File: src/rtl/beam_thresh_loader.sv
// Per-beam threshold shadow buffer. It is filled with defaults after reset and
// updated by the host. On commit it is streamed into the beamformer shift chain.
module beam_thresh_loader #(
    parameter int               NBEAMS         = 48,
    parameter int               TBITS          = 18,
    parameter logic [TBITS-1:0] DEFAULT_THRESH = TBITS'(4000)
) (
    input  logic                      clk_i,
    input  logic                      rst_n_i,
    input  logic                      wr_i,
    input  logic [$clog2(NBEAMS)-1:0] wr_beam_i,
    input  logic                      wr_set_i,
    input  logic [TBITS-1:0]          wr_dat_i,
    output logic                      wr_ack_o,
    output logic                      wr_err_o,
    input  logic                      commit_i,
    input  logic [1:0]                commit_mask_i,
    output logic                      busy_o,
    output logic [2*TBITS-1:0]        thresh_o,
    output logic [1:0]                thresh_wr_o,
    output logic [1:0]                thresh_update_o
);
    localparam int ABITS = $clog2(NBEAMS);
    localparam logic [ABITS-1:0] LAST = ABITS'(NBEAMS - 1);

    typedef enum logic [2:0] {S_INIT, S_IDLE, S_LOAD, S_DRAIN, S_UPDATE} state_t;

    state_t           state, state_n;
    logic [ABITS-1:0] cnt, cnt_n;
    logic [1:0]       mask, mask_n, pmask, pmask_n;
    logic             pend, pend_n;
    logic             we0, we1, ack_n, err_n;
    logic [ABITS-1:0] waddr;
    logic [TBITS-1:0] wdat0, wdat1;
    logic             commit_go;

    // Each set is kept as its own array, so a host write touches only one half.
    logic [TBITS-1:0] mem0 [NBEAMS];
    logic [TBITS-1:0] mem1 [NBEAMS];

    assign commit_go = commit_i && (commit_mask_i != 2'b00);

    always_comb begin
        state_n = state;
        cnt_n   = cnt;
        mask_n  = mask;
        pend_n  = pend;
        pmask_n = pmask;
        we0     = 1'b0;
        we1     = 1'b0;
        waddr   = cnt;
        wdat0   = DEFAULT_THRESH;
        wdat1   = DEFAULT_THRESH;
        ack_n   = 1'b0;
        err_n   = 1'b0;
        case (state)
            S_INIT: begin
                we0   = 1'b1;
                we1   = 1'b1;
                cnt_n = cnt + 1'b1;
                if (cnt == LAST) begin
                    state_n = S_IDLE;
                    cnt_n   = '0;
                end
            end
            S_IDLE, S_UPDATE: begin
                // A commit outranks a host write, and a pending commit outranks both.
                // This lets back-to-back loads chain without an IDLE gap.
                if (pend || commit_go) begin
                    state_n = S_LOAD;
                    cnt_n   = LAST;
                    mask_n  = pmask | (commit_go ? commit_mask_i : 2'b00);
                    pend_n  = 1'b0;
                    pmask_n = 2'b00;
                end else if (state == S_UPDATE) begin
                    state_n = S_IDLE;
                end else if (wr_i && !wr_ack_o) begin
                    ack_n = 1'b1;
                    if (int'(wr_beam_i) >= NBEAMS) begin
                        err_n = 1'b1;
                    end else begin
                        waddr = wr_beam_i;
                        wdat0 = wr_dat_i;
                        wdat1 = wr_dat_i;
                        we0   = !wr_set_i;
                        we1   = wr_set_i;
                    end
                end
            end
            S_LOAD: begin
                cnt_n = cnt - 1'b1;
                if (cnt == '0) state_n = S_DRAIN;
            end
            S_DRAIN: state_n = S_UPDATE;
            default: state_n = S_INIT;
        endcase
        if (commit_go && (state == S_INIT || state == S_LOAD || state == S_DRAIN)) begin
            pend_n  = 1'b1;
            pmask_n = pmask | commit_mask_i;
        end
    end

    always_ff @(posedge clk_i or negedge rst_n_i) begin
        if (!rst_n_i) begin
            state <= S_INIT;
            cnt   <= '0;
            mask  <= 2'b00;
            pend  <= 1'b0;
            pmask <= 2'b00;
        end else begin
            state <= state_n;
            cnt   <= cnt_n;
            mask  <= mask_n;
            pend  <= pend_n;
            pmask <= pmask_n;
        end
    end

    always_ff @(posedge clk_i) begin
        if (we0) mem0[waddr] <= wdat0;
        if (we1) mem1[waddr] <= wdat1;
    end

    // The registered read doubles as the output stage, one cycle behind the read address.
    always_ff @(posedge clk_i or negedge rst_n_i) begin
        if (!rst_n_i) begin
            thresh_o    <= '0;
            thresh_wr_o <= 2'b00;
            wr_ack_o    <= 1'b0;
            wr_err_o    <= 1'b0;
        end else begin
            wr_ack_o    <= ack_n;
            wr_err_o    <= err_n;
            thresh_wr_o <= (state == S_LOAD) ? mask : 2'b00;
            if (state == S_LOAD) thresh_o <= {mem1[cnt], mem0[cnt]};
        end
    end

    assign thresh_update_o = (state == S_UPDATE) ? mask : 2'b00;
    assign busy_o          = (state != S_IDLE) || pend;

endmodule

File: config.mk
export PLATFORM = sky130hd
export DESIGN_NAME = beam_thresh_loader
export DESIGN_NICKNAME = d
export VERILOG_FILES = /design/src/rtl/beam_thresh_loader.sv
export SDC_FILE = /design/constraint.sdc
export NUM_CORES = 1
export LEC_CHECK = 0
export BUFFER_PORTS_ARGS = -buffer_cell sky130_fd_sc_hd__buf_2
export CAP_MARGIN = 0
export CORE_UTILIZATION = 50
export DETAILED_ROUTE_END_ITERATION = 6
export PLACE_DENSITY = 0.64
export SKIP_CTS_REPAIR_TIMING = 1
export SYNTH_ARGS = -nofsm -noshare
export SYNTH_HDL_FRONTEND = slang
export SYNTH_SLANG_ARGS = --single-unit
File: constraint.sdc
create_clock -name clk_i -period 8.6 [get_ports clk_i]
set_input_delay 1.29 -clock clk_i [delete_from_list [all_inputs] [get_ports clk_i]]
set_output_delay 1.29 -clock clk_i [all_outputs]
set_load 0.02 [all_outputs]
==> impl_metrics.xml <==
<?xml version="1.0" encoding="UTF-8"?>
<metrics>
  <group name="grt">
    <metric name="grt_max_degree" unit="">155</metric>
    <metric name="grt_antenna_before_repair" unit="">10</metric>
    <metric name="first_global_vias" unit="">34040</metric>
    <metric name="grt_pass1_wl" unit="um">248300</metric>
    <metric name="global_route_usage_sum" unit="">0.2555</metric>
    <metric name="grt_remaining_overflow" unit="">0</metric>
  </group>
  <group name="status">
    <metric name="outcome" unit="">complete, no violations</metric>
  </group>
  <group name="clocking">
    <metric name="clkSlewWorstSetupHoldPaths" unit="ns">0.06</metric>
    <metric name="clk-insertion-delay-late" unit="ns">0.80</metric>
    <metric name="tritoncts" unit="">built</metric>
    <metric name="number_of_buffers_inserted_during_clock_tree_synthesis" unit="">172</metric>
    <metric name="cts.sinks" unit="">1782</metric>
    <metric name="cts.path.max_buffers" unit="">3</metric>
    <metric name="clockRootBuffer" unit="">clkbuf_16</metric>
    <metric name="number_of_levels_the_h_tree_was_split_into" unit="">4</metric>
  </group>
  <group name="routing">
    <metric name="detail_route.vias_per_cell" unit="">6.294</metric>
    <metric name="drtPass1Iterations" unit="">6</metric>
    <metric name="dr.first_iter.drc_count" unit="">4594</metric>
    <metric name="drtAntennaViolNets" unit="">0</metric>
    <metric name="route.detailed.wl_per_inst" unit="um">32.25</metric>
    <metric name="drt-total-wl" unit="um">175200</metric>
    <metric name="drcViolationCount" unit="">0</metric>
    <metric name="via_count" unit="">34190</metric>
  </group>
  <group name="sta">
    <metric name="setup_total_negative_slack" unit="ns">0</metric>
    <metric name="relSlewSlack" unit="">0.1674</metric>
    <metric name="setup_viol_count_final" unit="">0</metric>
    <metric name="layout_setup_ws" unit="ns">4.135</metric>
    <metric name="final.min_clock_period" unit="ns">4.465</metric>
    <metric name="final-hold-violation-count" unit="">0</metric>
    <metric name="max_clock_freq" unit="MHz">224.0</metric>
    <metric name="timing.clock.skew" unit="ns">0.02339</metric>
    <metric name="timing.final.crit_share" unit="">0.5192</metric>
    <metric name="final_max_slew_viol_count" unit="">0</metric>
    <metric name="rsz0062_at_grt" unit="">false</metric>
    <metric name="hold-worst-slack" unit="ns">0.5048</metric>
    <metric name="tightest_slew" unit="ns">1.241</metric>
  </group>
  <group name="placement">
    <metric name="place_congestion" unit="">0.9188</metric>
    <metric name="place_hpwl" unit="um">107900</metric>
    <metric name="numPlacedInstances" unit="">5109</metric>
    <metric name="worst_setup_timing_slack_at_the_placement_stage" unit="ns">3.648</metric>
    <metric name="port_buffer_cells" unit="">73</metric>
  </group>
  <group name="floorplan">
    <metric name="fp.dieH" unit="um">372.4</metric>
    <metric name="floorplan.initialDensity" unit="">0.5050</metric>
    <metric name="rows" unit="">135</metric>
    <metric name="fp.dieArea" unit="sq um">138700</metric>
    <metric name="boundary_pin_count" unit="">74</metric>
    <metric name="die_x" unit="um">372.4</metric>
    <metric name="core_area" unit="sq um">135800</metric>
  </group>
  <group name="critical_path">
    <metric name="timing.critical_path.arrival" unit="ns">4.87</metric>
    <metric name="crit_fanout" unit="">18</metric>
    <metric name="cp.required" unit="ns">9.00</metric>
    <metric name="critical_path_capture_point_type" unit="">flop</metric>
    <metric name="critPathKind" unit="">flop to flop</metric>
    <metric name="crit_path_start_kind" unit="">flop</metric>
    <metric name="worst_r2r_startpoint" unit="">state[1]</metric>
    <metric name="cp-startpoint" unit="">state[1]</metric>
  </group>
  <group name="synth">
    <metric name="seq_area_frac_synth" unit="">0.7763</metric>
    <metric name="synthesis.area" unit="sq um">68590</metric>
    <metric name="count_of_distinct_cell_types_in_the_synthesized_netlist" unit="">60</metric>
    <metric name="synth.ff_latch_count" unit="">1782</metric>
    <metric name="yosys_most_used_dff" unit="">edfxtp_1</metric>
    <metric name="syn_avg_cell_area" unit="sq um">20.54</metric>
    <metric name="mappedNetlistNets" unit="">3374</metric>
    <metric name="yosys_synthesis_warning_count" unit="">0</metric>
    <metric name="number_of_synthesized_flops_with_an_enable_pin" unit="">1728</metric>
    <metric name="synthCells" unit="">3340</metric>
    <metric name="post_synthesis_async_set_or_reset_flop_share" unit="">0.03030</metric>
  </group>
  <group name="worst_hold_path">
    <metric name="timing.hold.worst.start" unit="">pmask[1]</metric>
    <metric name="hold_path_class" unit="">flop to flop</metric>
  </group>
  <group name="final_layout">
    <metric name="fraction_of_final_layout_cells_sized_beyond_drive_strength_1" unit="">0.2423</metric>
    <metric name="nets_final" unit="">3536</metric>
    <metric name="signed_area_change_from_the_synthesized_netlist_to_the_final_layout" unit="%">12.38</metric>
    <metric name="finalNonFillerCells" unit="">5432</metric>
  </group>
  <group name="flow_run">
    <metric name="max_cap_violations" unit="">0</metric>
  </group>
  <group name="power">
    <metric name="static-leakage-power" unit="nW">26.14</metric>
    <metric name="cellPowerDensity" unit="nW/um^2">313.1</metric>
    <metric name="ir_drop" unit="uV">280.2</metric>
  </group>
</metrics>
-- worst max-delay path: stages (launching register included) --
cell and delay [ns]:
dfrtp_1 0.54, or4b_1 0.73, a2111o_1 0.78, nor4b_1 0.61, a31oi_4 0.30, nor2_2 1.09
-- final cells by class --
cell class	instances	area (sq um)
Sequential cell	1782	53250
Multi-Input combinational cell	1350	14760
Clock buffer	217	4558
Tap cell	1781	2228
Inverter	6	22.52
Clock inverter	104	969.7
Antenna cell	2	5.005
Fill cell	9834	58730
Timing Repair Buffer	190	1281
-- power breakdown --
group | switching, W | internal [W]
registers | 0.000309 | 0.00987
clock network | 0.00318 | 0.00419
logic | 0.00417 | 0.00240
-- logic make-up (layout without fill, tap and decap cells) --
| group | after synthesis | after routing | synth area share |
|---|---|---|---|
| and+or+nand+nor | 472 | 472 | 0.03094 |
| buffers and inverters | 208 | 517 | 0.01321 |
| other | 0 | 2 | 0 |
| muxes | 493 | 493 | 0.1375 |
| adders and majority gates | 3 | 3 | 0.0005473 |
| xor gates and xnor gates | 3 | 3 | 0.0003832 |
| AOI/OAI and AO/OA | 379 | 379 | 0.04121 |
| DFF | 1782 | 1782 | 0.7763 |
-- sequential cells by signal, indices dropped and copies added, names as in the netlist --
signal and flops:
pmask 2, state 3, thresh_wr_o 2, cnt 6
thresh_o 36, mask 2, wr_err_o 1, mem0 864
wr_ack_o 1, mem1 864, pend 1
-- stage by stage --
stage | util | cell area, sq um | total power (W)
after global placement | 0.5268 | 71540 | 0.01683
after detailed placement | 0.5268 | 71540 | 0.01692
after global routing | 0.5675 | 77070 | 0.02484
after floorplan | - | 68590 | 0.01443
after CTS | 0.5675 | 77070 | 0.02422
final | 0.5675 | 77080 | 0.02413
-- cell usage in the layout (no fill, tap or decap), drive strengths merged, types with 3 or more instances in the layout --
cell type  netlist  routed
a2111oi         33      33
a211oi          19      19
a21oi           39      39
a221o           18      18
a221oi          32      32
a22o             5       5
a22oi           76      76
a31oi           58      58
and2            18      18
and3            23      23
buf            107     190
bufinv           0      14
clkbuf          95     217
clkinv           1      79
clkinvlp         0       6
dfrtp           54      54
edfxtp        1728    1728
ha               3       3
inv              5      11
mux2i          133     133
mux4           359     359
nand2          219     219
nand2b          28      28
nand3b           3       3
nor2           131     131
nor2b           24      24
nor3             8       8
nor4b            3       3
o21a            22      22
o21ai           16      16
o221ai           5       5
o22ai           38      38
o31ai            8       8
or2              3       3
-- worst paths after layout --
path	to	slack, ns	depth (start not counted)
min in group asynchronous	wr_ack_o	0.64	2
min	pmask[1]	0.50	2
max in group asynchronous	cnt[0]	7.32	2
min reg2reg	pmask[1]	0.50	2
max reg2reg	mem0[1][6]	4.13	5
max	mem0[1][6]	4.13	5
-- layer usage --
| metal | GRT usage | part of all wire | up-vias |
|---|---|---|---|
| li1 | - | - | 14180 |
| met1 | 0.3570 | 0.39 | 18070 |
| met2 | 0.4016 | 0.48 | 1662 |
| met3 | 0.06040 | 0.099 | 265 |
| met4 | 0.07755 | 0.029 | 10 |
| met5 | 0 | 0.00038 | - |
-- synthesized netlist by cell type (5+ instances only) --
library cell	n	area, sq um
nor2b_1	24	150.1
a22oi_1	76	570.6
nand2_1	207	777.0
nor2_1	131	491.7
buf_2	78	390.4
o22ai_1	38	237.7
o21ai_0	16	80.08
o221ai_1	5	43.79
a221oi_1	32	280.3
mux2i_1	133	1331
a211oi_1	19	142.6
o21a_1	22	165.2
edfxtp_1	1728	51890
nand2b_1	28	175.2
a21oi_1	38	190.2
and3_1	23	143.9
dfrtp_1	54	1351
nor3_1	8	40.04
buf_1	24	90.09
mux4_2	359	8085
and2_1	18	112.6
a31oi_1	58	362.9
a2111oi_0	32	280.3
nand2_2	12	75.07
clkbuf_1	94	352.8
a221o_1	18	180.2
inv_1	5	18.77
a22o_1	5	43.79
Power figures use the tool's default switching activity.
